File: src/rtl/pulse_decoder.sv
// Measures y1 high-run / low-gap lengths and presents each pair as a record, latency 1, with a valid/ready hold.
// Records completing while one is held unaccepted are dropped and flag overrun; define PULSE_DECODER_SAT_EN for saturating counters.
module pulse_decoder #(
    parameter int W = 8
) (
    input  logic         clk,
    input  logic         rst,
    input  logic         y1_in,
    input  logic         rec_ready,
    output logic         rec_valid,
    output logic [W-1:0] rec_run,
    output logic [W-1:0] rec_gap,
    output logic         rec_sat,
    output logic         overrun
);

    typedef enum logic [1:0] {WAIT_LOW, ARMED, HIGH, LOW} state_t;

    state_t       state;
    logic [W-1:0] run_cnt;
    logic [W-1:0] gap_cnt;
    logic         complete;
    logic         xfer;

    assign complete = (state == LOW) && y1_in;
    assign xfer     = rec_valid && rec_ready;

`ifdef PULSE_DECODER_SAT_EN
    logic run_sat;
    logic gap_sat;
    logic rec_sat_r;

    assign rec_sat = rec_sat_r;
`else
    assign rec_sat = 1'b0;
`endif

    always_ff @(posedge clk or posedge rst) begin
        if (rst) begin
            state     <= WAIT_LOW;
            run_cnt   <= '0;
            gap_cnt   <= '0;
            rec_valid <= 1'b0;
            rec_run   <= '0;
            rec_gap   <= '0;
            overrun   <= 1'b0;
`ifdef PULSE_DECODER_SAT_EN
            run_sat   <= 1'b0;
            gap_sat   <= 1'b0;
            rec_sat_r <= 1'b0;
`endif
        end else begin
            case (state)
                WAIT_LOW: if (!y1_in) state <= ARMED;
                ARMED: if (y1_in) begin
                    state   <= HIGH;
                    run_cnt <= W'(1);
`ifdef PULSE_DECODER_SAT_EN
                    run_sat <= 1'b0;
`endif
                end
                HIGH: if (y1_in) begin
`ifdef PULSE_DECODER_SAT_EN
                    if (run_cnt == '1) run_sat <= 1'b1;
                    else               run_cnt <= run_cnt + W'(1);
`else
                    run_cnt <= run_cnt + W'(1);
`endif
                end else begin
                    state   <= LOW;
                    gap_cnt <= W'(1);
`ifdef PULSE_DECODER_SAT_EN
                    gap_sat <= 1'b0;
`endif
                end
                LOW: if (!y1_in) begin
`ifdef PULSE_DECODER_SAT_EN
                    if (gap_cnt == '1) gap_sat <= 1'b1;
                    else               gap_cnt <= gap_cnt + W'(1);
`else
                    gap_cnt <= gap_cnt + W'(1);
`endif
                end else begin
                    state   <= HIGH;
                    run_cnt <= W'(1);
`ifdef PULSE_DECODER_SAT_EN
                    run_sat <= 1'b0;
`endif
                end
                default: state <= WAIT_LOW;
            endcase

            // The output slot is free either when empty or when it drains on this very edge.
            if (complete && (!rec_valid || xfer)) begin
                rec_valid <= 1'b1;
                rec_run   <= run_cnt;
                rec_gap   <= gap_cnt;
`ifdef PULSE_DECODER_SAT_EN
                rec_sat_r <= run_sat | gap_sat;
`endif
            end else if (complete) begin
                overrun   <= 1'b1;
            end else if (xfer) begin
                rec_valid <= 1'b0;
            end
        end
    end

endmodule

File: config.mk
export PLATFORM = sky130hd
export DESIGN_NAME = pulse_decoder
export DESIGN_NICKNAME = d
export VERILOG_FILES = /design/src/rtl/pulse_decoder.sv
export SDC_FILE = /design/constraint.sdc
export NUM_CORES = 1
export LEC_CHECK = 0
export ABC_AREA = 1
export CAP_MARGIN = 5
export CORE_MARGIN = 5
export CORE_UTILIZATION = 55
export CTS_CLUSTER_SIZE = 8
export DETAILED_ROUTE_END_ITERATION = 6
export GPL_TIMING_DRIVEN = 0
export PLACE_DENSITY_LB_ADDON = 0.12
export SLEW_MARGIN = 20
export SYNTH_ARGS = -nofsm -noshare
export SYNTH_HDL_FRONTEND = slang
export SYNTH_SLANG_ARGS = --single-unit
File: constraint.sdc
create_clock -name clk -period 2.66 [get_ports clk]
set_input_delay 0.532 -clock clk [delete_from_list [all_inputs] [get_ports clk]]
set_output_delay 0.532 -clock clk [all_outputs]
set_load 0.05 [all_outputs]
Word-level counts from Yosys, hierarchy flattened
Index checks and enable logic that the tools add are counted.
Storage, ports and cells
  register bits: 36
  input bits: 4
  logic and storage cells: 47
Cells by class
  $add $sub $neg: 2
  equal/unequal tests: 9
  mux-type cells: 13
  bitwise logic cells: 1
  reduce and logical (&&, ||, !) cells: 15
Operators with widths (count)
  2-to-1 mux 8 bit: 4
  one-hot mux 8 bit (2 select lines): 2
  adder 8 x 1 -> 8 bit, second input constant: 2
  AND reduction 3 bit: 3
  inequality test 2 bit, second input constant: 4
  2-to-1 mux 2 bit: 3
  one-hot mux 2 bit (3 select lines): 1
  nonzero test 2 bit: 3
  == test 2 bit, second input constant: 2
  inequality test 2 x 1 -> 1 bit, second input constant: 2
  AND reduction 2 bit: 2
  logical AND 1 bit: 3
  2-to-1 mux 1 bit: 3
  == test 2 x 1 -> 1 bit, second input constant: 1
  logical NOT 2 bit: 1
  OR reduction 2 bit: 1
  logical NOT 1 bit: 1
  logical OR 1 bit: 1
  inverter 1 bit: 1

Depth between registers and ports, before layout
Gate-level depths: netlist of run 1.
  depth after elaboration: 5
  mapped depth: 8
  depth with buffers taken out: 8

Worst setup path after synthesis of run 1
Ideal clock, no wire load.
  kind: register to register
  start point: register rec_valid
  end point: register rec_gap[3]
  setup time: 0.074 ns
  arrival time: 1.251 ns
  setup slack: 1.335 ns
  cell stages (with the launch flop): 8
  clock period less this slack: 1.325 ns
  cell sequence: dfrtp_1 -> inv_1 -> nor2_1 -> inv_1 -> nand2_4 -> buf_6 -> nand2_2 -> o21ai_2
Between the ends
  cells in the longest elaborated chain, start to end: 3
  elaborated cells between the ends (all ways): 4
  those cells by class: 4 x reduce/logical
RTL lines
  from (decl): line 10  | output logic rec_valid,
  from (signal assigned): line 43  | rec_valid <= 1'b0;
  from (signal assigned): line 95  | rec_valid <= 1'b1;
  from (signal assigned): line 104  | rec_valid <= 1'b0;
  logical NOT 1 bit / logical AND 1 bit (equally long branches): line 94, 26
  logical OR 1 bit (*): line 94  | if (complete && (!rec_valid || xfer)) begin
  logical AND 1 bit (*): line 94
  to (signal assigned): line 97  | rec_gap <= gap_cnt;
  to (decl): line 12  | output logic [W-1:0] rec_gap,
Every way passes the cells marked *; elsewhere a longest branch is shown, timed or not.
A chain may end at the register's enable or synchronous reset.

Final worst setup path of run 1
  start point: register rec_gap[0]
  end point: output rec_gap[0]
No word-level cell between the ends.

==> results of run 1 <==
-- final cells by class --
type                       count  area (µm²)
inverter                      25       93.84
sequential                    36       900.9
fill                         268       999.7
tap                           44       55.05
multi-input combinational    126       694.4
clock inverter                 1       5.005
clock buffer                   6       41.29
buffer                         5       52.55
timing repair buffer          21       210.2
-- cell usage after synthesis (2+ instances only) --
library cell  number  share of area, %
nand2_1           42               9.1
dfrtp_1           36                52
inv_1             23               5.0
nand2_2           16               5.7
o21ai_2           13               6.5
nand3_1           12               3.4
nor2_1            11               2.4
o21ai_1            6               1.7
o21ai_0            5               1.4
a21oi_1            4               1.1
buf_6              4               2.6
nand4_1            4               1.4
nor2_4             3               1.9
ha_1               2               1.4
inv_2              2              0.43
-- registers in the layout, indices dropped and copies added, names as in the netlist --
name       cells
rec_valid      1
gap_cnt        8
state          2
run_cnt        8
rec_run        8
rec_gap        8
overrun        1
-- per-layer routing --
metal / share of wire, % / vias up / global-route usage (%)
met5: 0 / - / 0
met2: 48 / 37 / 29.37
met1: 45 / 620 / 21.55
li1: - / 669 / -
met3: 5.7 / 8 / 4.252
met4: 1.9 / 0 / 8.376
-- through the flow --
stage                     power, mW  utilization [%]  cell area, µm²
final                         1.152            67.25            2053
after global routing          1.214            67.25            2053
after detailed placement     0.8966            65.74            2007
after floorplan              0.8155                -            1742
after global placement       0.8862            65.74            2007
after CTS                     1.161            67.25            2053
-- logic make-up after synthesis --
family | Yosys count
AND/OR/NAND/NOR | 89
flip-flops | 36
AO/OA/AOI/OAI | 33
buffers and inverters | 30
adder cells (fa/ha/maj) | 2
XOR/XNOR | 1
other | 1
-- worst min path at each step --
stage                      startpoint                     end  slack (ns)
2_1_floorplan  gap_cnt[7]$_DFFE_PP0P_  gap_cnt[7]$_DFFE_PP0P_        0.47
3_3_place_gp      overrun$_DFFE_PP0P_     overrun$_DFFE_PP0P_        0.44
3_5_place_dp   rec_run[2]$_DFFE_PP0P_  rec_run[2]$_DFFE_PP0P_        0.46
4_1_cts        rec_run[2]$_DFFE_PP0P_  rec_run[2]$_DFFE_PP0P_        0.49
5_1_grt        rec_run[1]$_DFFE_PP0P_  rec_run[1]$_DFFE_PP0P_        0.52
6_report       rec_run[6]$_DFFE_PP0P_  rec_run[6]$_DFFE_PP0P_        0.49
-- worst min-delay path, cell delays in order, from the launching register on --
cell	delay, ns
dfrtp_1	0.37
nand2_1	0.06
nand2_1	0.05
-- power by group --
group / switching, mW / internal [mW] / leakage (nW)
sequential: 0.0326 / 0.585 / 0.475
clock: 0.170 / 0.0973 / 0.0281
combinational: 0.179 / 0.0890 / 0.454
==> out/qor.yml, run 1 <==
rsz0062_at_grt: "false"
postCtsSetupRepairBufs: 0
dpl.hpwl_um: 2576
cts_max_path_buffers: 2
cts_tree: "done"
slew_headroom_pct: 51.46
synth_fp_nets: 198
critical_path.endpoint_type: "output pin"
fp.dieW_um: 66.28
worstMarginPinSlew_ns: 0.7271
grt-ovfl-total: 0
timing.critical_path.buf_inv: 1
synthAdderAreaFrac_pct: 1.437
synth-edff-count: 0
dieArea_um2: 4392
grt_pass1_wl_um: 5782
ys_seq_area_share_pct: 51.72
min_path_cells: 2
hold_buffers: 0
clock-sinks: 36
grt_max_degree: 37
clk_pin_slew_ns: 0.10
worstReg2RegStart: "gap_cnt[1]$_DFFE_PP0P_"
final_cell_mix: "nand2_1 (42), dfrtp_1 (36), inv_1 (22)"
cts_resized: 0
wl_per_cell_um: 12.86
path_class: "reg -> out"
dr_total_vias: 1334
grt_pass1_vias: 1292
rr_endpoint: "gap_cnt[6]$_DFFE_PP0P_"
fin_setup_tns_ns: 0
crit_cells: 1
antenna_found_initial: 0
setup_viol: 0
area_growth_pct: 17.89
crit_slowest_cell: "clkdlybuf4s50_1"
period_share_pct: 78.05
synth_area_per_cell_um2: 9.071
wirelength_um: 3394
critPathTopFamily: "buffers and inverters"
r2r_setup_slack_ns: 1.30
crit_end: "rec_gap[0]"
post-place-cells: 257
yosysUniqueCellTypes: 24
startpoint: "rec_gap[0]$_DFFE_PP0P_"
root_buffer: "clkbuf_4"
powerDensity_nw_per_um2: 561.3
drt_iter0_drc: 91
yosysWarnings: 0
hold_violations: 0
grt_util_all_layers_pct: 17.73
min_period_ns: 2.076
insertion_delay_ns: 0.33
top_level_ports: 23
start_util_pct: 57.05
status: "finished, final reports clean"
antenna_cells: 0
crit_required_ns: 2.13
synth_cells: 192
ir_worst_vdd_v: 0.0003091
final_nets: 226
layout-drive-gt1-share_pct: 22.27
fmax_mhz: 481.7
synthMuxAreaShare_pct: 0
stdcell_count: 264
synthXorXnorAreaFrac_pct: 0.5029
slew_viol_final: 0
finalClockSkew_ns: 0.004432
rr_worst_depth: 8
fp.dieH_um: 66.28
placement_rows: 20
remaining_drc_errors: 0
cts-buffers-inserted: 5
postRouteAntennaNets: 0
io_buffers: 21
holdCritPathClass: "reg -> reg"
crit_path_cell_trace: "clkdlybuf4s50_1"
synth_seq_cells: 36
ys.flop_type: "dfrtp_1"
dpl_worst_slack_ns: 0.7755
crit_arrival_ns: 1.54
gp_congestion: 0.8119
crit_path_max_incr_delay_ns: 0.82
final_common_cell: "nand2_1"
p_leak_nw: 0.9571
async_flop_share_pct: 100.0
h-tree-depth: 2
yosys.area_share.simple_pct: 24.64
synthesis.area_um2: 1742
core_area_um2: 3053
via_per_inst: 5.053
crit_fanout: 2
start_kind: "flop"
maxCapViolCount: 0
synth_top_family_by_area: "simple AND/OR/NAND/NOR gates"
synth-compound-area-share_pct: 13.07
first_pass_iters: 4
whs_ns: 0.4917
setup_slack_ns: 0.5840
No activity file was read; power rests on OpenSTA's default activity.
==> run 2: changes to the inputs <==
CORE_UTILIZATION = 54   (was 55)
clock period = 2.1 ns   (was 2.66 ns; I/O delays follow)
==> out/qor.yml, run 2 (same netlist as run 1, synthesis figures left out) <==
clock-sinks: 36
hold_buffers: 0
placement_rows: 20
p_int_mw: 1.043
final_common_cell: "nand2_1"
final_cell_mix: "nand2_1 (42), dfrtp_1 (36), inv_1 (22)"
min_path_cells: 1
remaining_drc_errors: 0
min_period_ns: 1.969
clk_pin_slew_ns: 0.11
ir_worst_vdd_v: 0.0004176
period_share_pct: 93.77
fillers: 260
first_pass_iters: 5
powerDensity_nw_per_um2: 737.0
antenna_found_initial: 0
gp_congestion: 0.8555
p_leak_nw: 0.9664
min_to: "overrun$_DFFE_PP0P_"
hold_violations: 0
start_util_pct: 56.59
worstReg2RegStart: "state[0]$_DFFE_PP0P_"
fmax_mhz: 507.8
critical_path.endpoint_type: "output pin"
cts_tree: "done"
critPathTopFamily: "buffers and inverters"
postRouteAntennaNets: 0
maxCapViolCount: 0
cts_resized: 0
crit_path_cell_trace: "clkdlybuf4s50_1"
seqPwrFrac_pct: 51.1
io_buffers: 21
worstMarginPinSlew_ns: 0.7370
fin_setup_tns_ns: 0
r2r_setup_slack_ns: 0.79
postCtsSetupRepairBufs: 0
power_frac_comb_pct: 22.2
timing.critical_path.buf_inv: 1
rr_endpoint: "rec_gap[4]$_DFFE_PP0P_"
grt_util_all_layers_pct: 18.19
rsz0062_at_grt: "false"
holdCritPathClass: "reg -> reg"
top_level_ports: 23
status: "finished, final reports clean"
wirelength_um: 3501
p_sw_mw: 0.4843
area_growth_pct: 18.97
switching_share_pct: 31.71
setup_viol: 0
via_per_inst: 5.117
root_buffer: "clkbuf_4"
rr_worst_depth: 6
core_area_um2: 3078
dieArea_um2: 4461
layout-drive-gt1-share_pct: 22.73
crit_fanout: 2
start_kind: "flop"
slew_headroom_pct: 50.79
crit_path_max_incr_delay_ns: 0.82
fin_util_pct: 67.32
grt_max_degree: 37
dr_total_vias: 1351
antenna_cells: 0
slew_viol_final: 0
insertion_delay_ns: 0.34
cts_max_path_buffers: 2
power.total_mw: 1.527
h-tree-depth: 2
crit_arrival_ns: 1.55
fp.dieW_um: 66.79
crit_required_ns: 1.68
whs_ns: 0.4777
crit_slowest_cell: "clkdlybuf4s50_1"
clkPwrFrac_pct: 26.7
finalClockSkew_ns: 0.01143
drt_iter0_drc: 86
dpl.hpwl_um: 2563
grt_pass1_vias: 1308
wl_per_cell_um: 13.26
grt_pass1_wl_um: 5989
path_class: "reg -> out"
min_from: "overrun$_DFFE_PP0P_"
cts-buffers-inserted: 5
grt-ovfl-total: 0
fp.dieH_um: 66.79
final_nets: 226
==> run 2: final cells by class <==
cell class	instances	area, µm²	area share (%)
Multi-Input combinational cell	126	694.4	33.51
Sequential cell	36	900.9	43.48
Clock buffer	7	65.06	3.140
Inverter	25	93.84	4.529
Tap cell	44	55.05	2.657
Timing Repair Buffer	21	210.2	10.14
Buffer	5	52.55	2.536
==> run 2: worst max path at each step <==
stage / startpoint / to / slack, ns / cells after the start
6_report: rec_run[4]$_DFFE_PP0P_ / rec_run[4] / 0.13 / 1
5_1_grt: rec_run[1]$_DFFE_PP0P_ / rec_run[1] / 0.09 / 1
4_1_cts: rec_run[4]$_DFFE_PP0P_ / rec_run[4] / 0.12 / 1
3_5_place_dp: y1_in / rec_gap[6]$_DFFE_PP0P_ / 0.28 / 7
3_3_place_gp: rst / rec_gap[1]$_DFFE_PP0P_ / 0.14 / 2
2_1_floorplan: rec_valid$_DFFE_PP0P_ / rec_gap[3]$_DFFE_PP0P_ / 0.77 / 7
==> run 2: metrics by stage <==
| step | instance area, µm² | cells | setup WS (ns) |
|---|---|---|---|
| 5_1_grt | 2072 | 264 | 0.08661 |
| 3_3_place_gp | 2007 | 257 | 0.1419 |
| 4_1_cts | 2072 | 264 | 0.1238 |
| 6_report | 2072 | 264 | 0.1309 |
| 3_5_place_dp | 2007 | 257 | 0.2797 |
| 2_1_floorplan | 1742 | 192 | 0.7748 |
==> run 2: layer usage <==
metal,track usage [%],share of wire (%),up-vias
li1,-,-,665
met1,23.24,47,630
met2,29.46,46,45
met3,3.541,5.2,11
met4,8.629,2.1,0
met5,0,0,-
==> run 2: power by group through the flow <==
stage / Combinational [mW] / Sequential [mW] / Clock [mW]
4_1_cts: 0.343 / 0.779 / 0.418
3_5_place_dp: 0.342 / 0.794 / 0
5_1_grt: 0.364 / 0.789 / 0.451
2_1_floorplan: 0.145 / 0.888 / 0
3_3_place_gp: 0.336 / 0.790 / 0
6_report: 0.340 / 0.780 / 0.408
==> run 3: changes to the inputs <==
GPL_TIMING_DRIVEN = 1   (was 0)
==> out/qor.yml, run 3 (same netlist as run 1, synthesis figures left out) <==
status: "finished, final reports clean"
hold_violations: 0
post-place-cells: 253
rr_worst_depth: 5
top_level_ports: 23
path_class: "reg -> out"
final_nets: 222
period_share_pct: 93.60
grt-ovfl-total: 0
cts_max_path_buffers: 2
dieArea_um2: 4461
dr_total_vias: 1313
io_buffers: 21
slew_viol_final: 0
setup_viol: 0
crit_cells: 1
timing.critical_path.buf_inv: 1
critPathTopFamily: "buffers and inverters"
dpl_worst_slack_ns: 0.2079
core_area_um2: 3078
crit_arrival_ns: 1.55
insertion_delay_ns: 0.34
fin_setup_tns_ns: 0
setup_slack_ns: 0.1344
final_common_cell: "nand2_1"
start_util_pct: 56.59
clock-sinks: 36
drt_iter0_drc: 100
postCtsSetupRepairBufs: 0
grt_max_degree: 37
startpoint: "overrun$_DFFE_PP0P_"
fmax_mhz: 508.8
ir_worst_vdd_v: 0.0007412
grt_util_all_layers_pct: 17.36
worstReg2RegStart: "state[0]$_DFFE_PP0P_"
p_leak_nw: 0.9570
clk_pin_slew_ns: 0.11
root_buffer: "clkbuf_4"
fp.dieW_um: 66.79
crit_required_ns: 1.68
crit_path_max_incr_delay_ns: 0.82
worstMarginPinSlew_ns: 0.5006
placed_area_um2: 1962
powerDensity_nw_per_um2: 804.7
area_growth_pct: 18.10
rsz0062_at_grt: "false"
holdCritPathClass: "in -> async"
cts_tree: "done"
crit_path_cell_trace: "clkdlybuf4s50_1"
final_cell_mix: "nand2_1 (42), dfrtp_1 (36), inv_1 (23)"
wl_per_cell_um: 12.85
remaining_drc_errors: 0
crit_fanout: 2
grt_pass1_vias: 1287
hold_buffers: 0
finalClockSkew_ns: 0.01006
min_period_ns: 1.966
dpl.hpwl_um: 2511
wirelength_um: 3355
fp.dieH_um: 66.79
antenna_found_initial: 0
cts_resized: 0
via_per_inst: 5.031
antenna_cells: 0
h-tree-depth: 2
critical_path.endpoint_type: "output pin"
rr_endpoint: "rec_gap[0]$_DFFE_PP0P_"
grt_pass1_wl_um: 5692
fin_area_um2: 2057
postRouteAntennaNets: 0
crit_slowest_cell: "clkdlybuf4s50_1"
slew_headroom_pct: 66.52
first_pass_iters: 5
cts-buffers-inserted: 5
r2r_setup_slack_ns: 0.64
start_kind: "flop"
stdcell_count: 261
placement_rows: 20
gp_congestion: 0.8730
crit_end: "overrun"
layout-drive-gt1-share_pct: 21.20
maxCapViolCount: 0
[run 3: worst min-delay path by stage]
stage	start	end	cells after the start
2_1_floorplan	gap_cnt[7]$_DFFE_PP0P_	gap_cnt[7]$_DFFE_PP0P_	2
3_5_place_dp	rec_run[2]$_DFFE_PP0P_	rec_run[2]$_DFFE_PP0P_	2
4_1_cts	rst	rec_run[3]$_DFFE_PP0P_	3
3_3_place_gp	rec_run[6]$_DFFE_PP0P_	rec_run[6]$_DFFE_PP0P_	2
5_1_grt	rst	rec_run[0]$_DFFE_PP0P_	3
6_report	rst	rec_run[4]$_DFFE_PP0P_	3
[run 3: layout make-up]
| cell class | instances | area, µm² |
|---|---|---|
| inverters | 25 | 93.84 |
| clock inverters | 1 | 30.03 |
| fillers | 262 | 1021 |
| clock buffers | 7 | 65.06 |
| well taps | 44 | 55.05 |
| flip-flops and latches | 36 | 900.9 |
| repair buffers | 22 | 217.7 |
| multi-input cells | 126 | 694.4 |
[run 3: power breakdown]
group / switching (mW) / total (mW) / leakage (nW) / internal, mW
sequential: 0.0402 / 0.781 / 0.475 / 0.741
clock: 0.231 / 0.547 / 0.0515 / 0.316
combinational: 0.224 / 0.327 / 0.430 / 0.103
[run 3: through the flow]
step | hold WS [ns] | power (mW) | util, %
after global placement | 0.4593 | 1.118 | 63.74
after detailed placement | 0.4683 | 1.126 | 63.74
after global routing | 0.5107 | 1.726 | 66.83
after CTS | 0.4820 | 1.666 | 66.83
final | 0.4626 | 1.655 | 66.83
after floorplan | 0.4701 | 1.033 | -
[run 3: per-layer routing]
layer,up-vias,track usage (%),share of wire (%),wire [µm]
met5,-,0,0,0
met4,0,6.853,1.3,45
met3,5,4.047,4.6,155
met2,33,29.70,48,1600
met1,616,20.96,46,1552
li1,659,-,-,-
